### src/rtl/full_bcd_to_led.sv
// Free-running four-digit BCD counter (0000-9999) driving four 7-segment displays.
// LED_TYPE picks common-cathode (1) or common-anode (0) segment polarity.
module full_bcd_to_led #(
  parameter int TICK_DIV = 1
) (
  output logic [6:0] LED1,
  output logic [6:0] LED2,
  output logic [6:0] LED3,
  output logic [6:0] LED4,
  input  logic       clk,
  input  logic       enable,
  input  logic       LED_TYPE
);

  localparam int PW = (TICK_DIV > 1) ? $clog2(TICK_DIV) : 1;
  localparam logic [PW-1:0] PRE_MAX = PW'(TICK_DIV - 1);

  logic [PW-1:0]   prescale_reg;
  logic [PW-1:0]   prescale_next;
  logic            tick;
  logic [3:0]      carry;
  logic [3:0][3:0] digits;
  logic [3:0][6:0] seg_out;

  // Active-high a..g pattern; codes 10-15 cannot occur and show blank.
  function automatic logic [6:0] bcd_to_seg(input logic [3:0] d);
    logic [6:0] s;
    s = 7'b0000000;
    case (d)
      4'd0: s = 7'b1111110;
      4'd1: s = 7'b0110000;
      4'd2: s = 7'b1101101;
      4'd3: s = 7'b1111001;
      4'd4: s = 7'b0110011;
      4'd5: s = 7'b1011011;
      4'd6: s = 7'b1011111;
      4'd7: s = 7'b1110000;
      4'd8: s = 7'b1111111;
      4'd9: s = 7'b1111011;
      default: s = 7'b0000000;
    endcase
    return s;
  endfunction

  assign tick = (prescale_reg == PRE_MAX);

  always_comb begin
    prescale_next = prescale_reg + PW'(1);
    if (tick) begin
      prescale_next = '0;
    end
  end

  always_ff @(posedge clk or posedge enable) begin
    if (enable) begin
      prescale_reg <= '0;
    end else begin
      prescale_reg <= prescale_next;
    end
  end

  assign carry[0] = tick;

  generate
    for (genvar gi = 0; gi < 4; gi++) begin : g_digit
      logic [3:0] digit_reg;
      logic [3:0] digit_next;

      always_comb begin
        digit_next = digit_reg;
        if (carry[gi]) begin
          digit_next = (digit_reg == 4'd9) ? 4'd0 : digit_reg + 4'd1;
        end
      end

      always_ff @(posedge clk or posedge enable) begin
        if (enable) begin
          digit_reg <= 4'd0;
        end else begin
          digit_reg <= digit_next;
        end
      end

      // Ripple carry is combinational, so all digits roll over on the same edge.
      if (gi < 3) begin : g_carry
        assign carry[gi+1] = carry[gi] && (digit_reg == 4'd9);
      end

      assign digits[gi]  = digit_reg;
      assign seg_out[gi] = LED_TYPE ? bcd_to_seg(digits[gi]) : ~bcd_to_seg(digits[gi]);
    end
  endgenerate

  assign LED1 = seg_out[0];
  assign LED2 = seg_out[1];
  assign LED3 = seg_out[2];
  assign LED4 = seg_out[3];

endmodule

### config.mk
export PLATFORM = sky130hd
export DESIGN_NAME = full_bcd_to_led
export DESIGN_NICKNAME = d
export VERILOG_FILES = /design/src/rtl/full_bcd_to_led.sv
export SDC_FILE = /design/constraint.sdc
export NUM_CORES = 1
export LEC_CHECK = 0
export CAP_MARGIN = 10
export CORE_ASPECT_RATIO = 1.75
export CORE_MARGIN = 2
export CORE_UTILIZATION = 26
export DETAILED_ROUTE_END_ITERATION = 10
export GPL_TIMING_DRIVEN = 0
export SLEW_MARGIN = 5
export SYNTH_ARGS = -nofsm -noshare
export SYNTH_HDL_FRONTEND = slang
export SYNTH_SLANG_ARGS = --single-unit
export TNS_END_PERCENT = 100
### constraint.sdc
create_clock -name clk -period 3.4 [get_ports clk]
set_input_delay 0.34 -clock clk [delete_from_list [all_inputs] [get_ports clk]]
set_output_delay 0.34 -clock clk [all_outputs]
set_load 0.02 [all_outputs]
**Yosys cells after proc, flatten, opt, wreduce, memory -nomap -nowiden**

Memories as Yosys holds them, arrays and structs flattened.
Cells that the tools add are included.

- Input port bits: 3
- Logic and storage cells: 39
- Memory bits (read-only): 896
- Register bits after elaboration: 17
- RAM bits: 0
- Bits in latches: 0
- Memories: 8
- Output and inout port bits: 28

Memories:

| name | words | bits a word | read ports | clocked after Yosys merged registers in | wr ports | RTL line | source |
|---|---|---|---|---|---|---|---|
| (name not given) | 16 | 7 | 1 | 0 | 0 | 29 | `case (d)` |
| (name not given) | 16 | 7 | 1 | 0 | 0 | 29 |  |
| (name not given) | 16 | 7 | 1 | 0 | 0 | 29 |  |
| (name not given) | 16 | 7 | 1 | 0 | 0 | 29 |  |
| (name not given) | 16 | 7 | 1 | 0 | 0 | 29 |  |
| (name not given) | 16 | 7 | 1 | 0 | 0 | 29 |  |
| +2 memories | - | - | - | - | - | - |  |

- Eq/ne operators: 4
- Shift operators: 0
- Divide/modulo/power cells: 0
- Reductions and logical operators: 3
- Magnitude comparators: 0
- Add/subtract/negate cells: 5
- Mux-type cells: 9
- Bitwise gates (word level): 5
- Multiply operators: 0

Operators with widths:

| operator | count |
|---|---|
| 7-bit two-way mux | 4 |
| 7-bit NOT | 4 |
| 4-bit by 1-bit adder with 4-bit output (second input constant) | 4 |
| 4-bit equality test (second input constant) | 4 |
| 4-bit two-way mux | 4 |
| 1-bit logical AND | 3 |
| 1-bit adder (second input constant) | 1 |
| 1-bit two-way mux | 1 |
| 1-bit NOT | 1 |

**Depth between registers and ports, before layout**

- Depth after elaboration: 4
- Mapped depth: 7
- Depth with buffers taken out: 6

**Least setup slack after synthesis**

No wires, ideal clock.

- Path type: register -> output
- Start: register g_digit[1].digit_reg[1]
- End: output port LED2[3]
- Setup slack: 1.517 ns
- Data required time: 3.060 ns
- Path buffers: 0
- Stages on the path, launching flop included: 7
- Arrival: 1.543 ns
- Cells stage by stage: dfrtp_1 inv_1 ha_1 and2_1 nor2_1 o21ai_0 xnor2_1

- Longest elaborated chain between the ends: 3
- Elaborated cells on any way between the ends: 4
- Those cells by class: mux (1); bitwise (1); memory (2)

Ends and longest elaborated chain:

| item | RTL line | source |
|---|---|---|
| from (decl) | 66 | `logic [3:0] digit_reg;` |
| from (signal assigned) | 80 | `digit_reg <= digit_next;` |
| memory 16 x 7 bit | - |  |
| 7-bit NOT | 90 | `assign seg_out[gi] = LED_TYPE ? bcd_to_seg(digits[gi]) : ~bcd_to_seg(digits[gi]);` |
| 7-bit two-way mux * | 90 |  |
| to (decl) | 7 | `output logic [6:0] LED2,` |

Mark *: on every way between the ends. The rest lies on a longest branch, timed or not.

**Final worst setup path**

Same ends and word-level chain as after synthesis.

==> impl_metrics.py <==
metrics = {
    "status": {
        "status": "finished clean",
    },
    "die": {
        "die_w_um": 67.2,
        "boundaryPins": 31,
        "core.rowCount": 40,
        "die_area_um2": 7700,
        "start_util_pct": 26.7,
        "core_um2": 6810,
        "die_y_um": 115,
    },
    "clocking": {
        "cts_resized": 0,
        "cts_sinks": 16,
        "cts_hold_buffers": 0,
        "postCtsSetupBuffers": 0,
        "cts-htree-levels": 1,
        "clock_latency_ns": 0.25,
        "clk_pin_slew_ns": 0.05,
        "cts_buffers": 3,
        "cts_tree": "yes",
        "cts-root-buf": "clkbuf_16",
        "cts_buffer_depth": 2,
    },
    "placement": {
        "dp_cells": 346,
        "dp_hpwl_mm": 3.12,
        "io_buffers": 29,
        "gp_routability_congestion": 0.823,
    },
    "synth": {
        "syn_nets": 260,
        "seq_area_frac_synth_pct": 22.0,
        "synth_area_um2": 1820,
        "synthArstFlopShare_pct": 100,
        "synth_cell_types": 31,
        "synth-seq-cells": 16,
        "syn_area_per_cell_um2": 7.80,
        "syn_inst": 233,
        "yosysWarnings": 0,
        "ys.flop_type": "dfrtp_1",
        "yosysTopAreaCell": "dfrtp_1",
        "synth_edf_count": 0,
        "synth_top_area_share_pct": 22.0,
        "synth.area.top_cells": "dfrtp_1 (22%), ha_1 (17%), xnor2_1 (9.6%)",
    },
    "detailed_routing": {
        "first_iter_violations": 79,
        "postRouteAntennaNets": 0,
        "vias_per_cell": 4.61,
        "drcViolationCount": 0,
        "wl_per_cell_um": 11.5,
        "dr.pass1.iters": 4,
        "vias": 1612,
        "wirelength_mm": 4.04,
    },
    "finish": {
        "stdcell_count": 350,
        "layout.nets": 294,
        "largest_reg_flops": 16,
        "syn_to_final_growth_pct": 26.6,
        "layout_commonest_cell": "o21ai_0",
        "drive_above_1_share_pct": 6.77,
        "final_cell_mix": "o21ai_0 (32), clkdlybuf4s50_1 (29), ha_1 (24), nor2_1 (23)",
        "diodes": 0,
    },
    "sta": {
        "skew_ns": 0.00378,
        "max_slew_margin_pct": 57.6,
        "period_needed_ns": 2.68,
        "timing.hold.ws_ns": 0.480,
        "finalHoldViolations": 0,
        "setup_violations": 0,
        "rsz0062_at_grt": "false",
        "tightest_slew_ns": 0.635,
        "post-route-period-util_pct": 78.7,
        "setup_tns_ns": 0,
        "clock.fmax_mhz": 373,
        "slew_violations": 0,
    },
    "grt": {
        "grt_pass1_vias": 1589,
        "grt_pass1_wl_mm": 6.96,
        "grt-ovfl-total": 0,
        "track_usage_pct": 11.3,
        "antenna_found_initial": 0,
        "grt_start_max_net_pins": 17,
    },
    "worst_setup_path": {
        "arrival_ns": 2.34,
        "startpoint_type": "flip-flop",
        "endpoint_kind": "output port",
        "path_cells": "inv_1 > ha_1 > and2_1 > nor2_1 > o21ai_0 > xnor2_1 > clkdlybuf4s50_1",
        "cp_max_fo": 7,
        "rr_startpoint": "g_digit[1].digit_reg[1]",
        "worstSetupPathType": "reg2out",
        "cp-startpoint": "g_digit[1].digit_reg[1]",
        "max_stage_delay_ns": 0.62,
        "critPathSlowestCell": "clkdlybuf4s50_1",
        "required_ns": 3.06,
    },
    "run": {
        "drv_cap": 0,
    },
    "hold_path": {
        "hold_path_class": "in2async",
    },
    "power": {
        "peakVddDrop_uv": 113,
        "power_density_nw_per_um2": 229,
        "power.leakage_nw": 0.973,
    },
}
## layer usage
| metal | vias up | part of all wire [%] | global-route usage [%] |
|---|---|---|---|
| li1 | 835 | - | - |
| met1 | 732 | 42 | 12.5 |
| met2 | 39 | 51 | 20.9 |
| met3 | 6 | 4.5 | 1.77 |
| met4 | 0 | 2.3 | 4.49 |
| met5 | - | 0 | 0 |
## cell families after synthesis
logic type,synth area share (%)
simple gates,20.0
compound gates,15.9
buf+inv,7.50
xor+xnor,14.5
fa+ha+maj,16.5
flops,22.0
mux,3.58
## cell type report
| class | count | area, µm² |
|---|---|---|
| Buffer | 13 | 65.1 |
| Clock buffer | 4 | 88.8 |
| Fill cell | 745 | 4500 |
| Inverter | 19 | 71.3 |
| Multi-Input combinational cell | 185 | 1280 |
| Sequential cell | 16 | 400 |
| Tap cell | 84 | 105 |
| Timing Repair Buffer | 29 | 290 |
## stage by stage
step | instance area (µm²) | util, % | power (mW) | setup WS (ns)
after floorplan | 1820 | - | 0.240 | 1.52
after global placement | 2210 | 32.5 | 0.280 | 0.993
after detailed placement | 2210 | 32.5 | 0.280 | 0.962
after CTS | 2300 | 33.8 | 0.534 | 0.687
after global routing | 2300 | 33.8 | 0.547 | 0.587
final | 2300 | 33.8 | 0.527 | 0.723
## power by group
part           switching, mW  leakage, nW  internal [mW]
clock network         0.0729       0.0442          0.179
logic                 0.0455        0.719         0.0393
registers                  0        0.210          0.191
## Yosys cell counts (2+ instances only)
library cell   n
xnor2_1       20
a21oi_1       20
nor2b_1        2
nand2_1       11
xor2_1        10
nor2_1        23
buf_2          7
dfrtp_1       16
o21ai_0       32
nor3_1         3
clkbuf_1       5
mux2i_1        5
ha_1          24
nand3_1       10
nand2b_1       5
and2_1         2
nand3b_1       6
inv_1         19
## worst max-delay path: cells and delay by family (launching register included)
| kind | cells | cell delay [ns] |
|---|---|---|
| buf+inv | 2 | 0.78 |
| compound gates | 1 | 0.19 |
| fa+ha+maj | 1 | 0.33 |
| xor+xnor | 1 | 0.14 |
| flops | 1 | 0.44 |
| simple gates | 2 | 0.20 |
## path summary, 6_finish.rpt
kind                                           endpoint  slack (ns)  cells after the start
worst max-delay path                            LED2[3]        0.72                      7
worst min-delay path            g_digit[0].digit_reg[0]        0.48                      2
worst max register to register  g_digit[3].digit_reg[2]        1.47                      6
worst min register to register  g_digit[0].digit_reg[0]        0.60                      1
max in group asynchronous       g_digit[2].digit_reg[1]        2.51                      2
min in group clk                g_digit[0].digit_reg[0]        0.60                      1
Note: power is estimated with default switching activity, not from simulation.
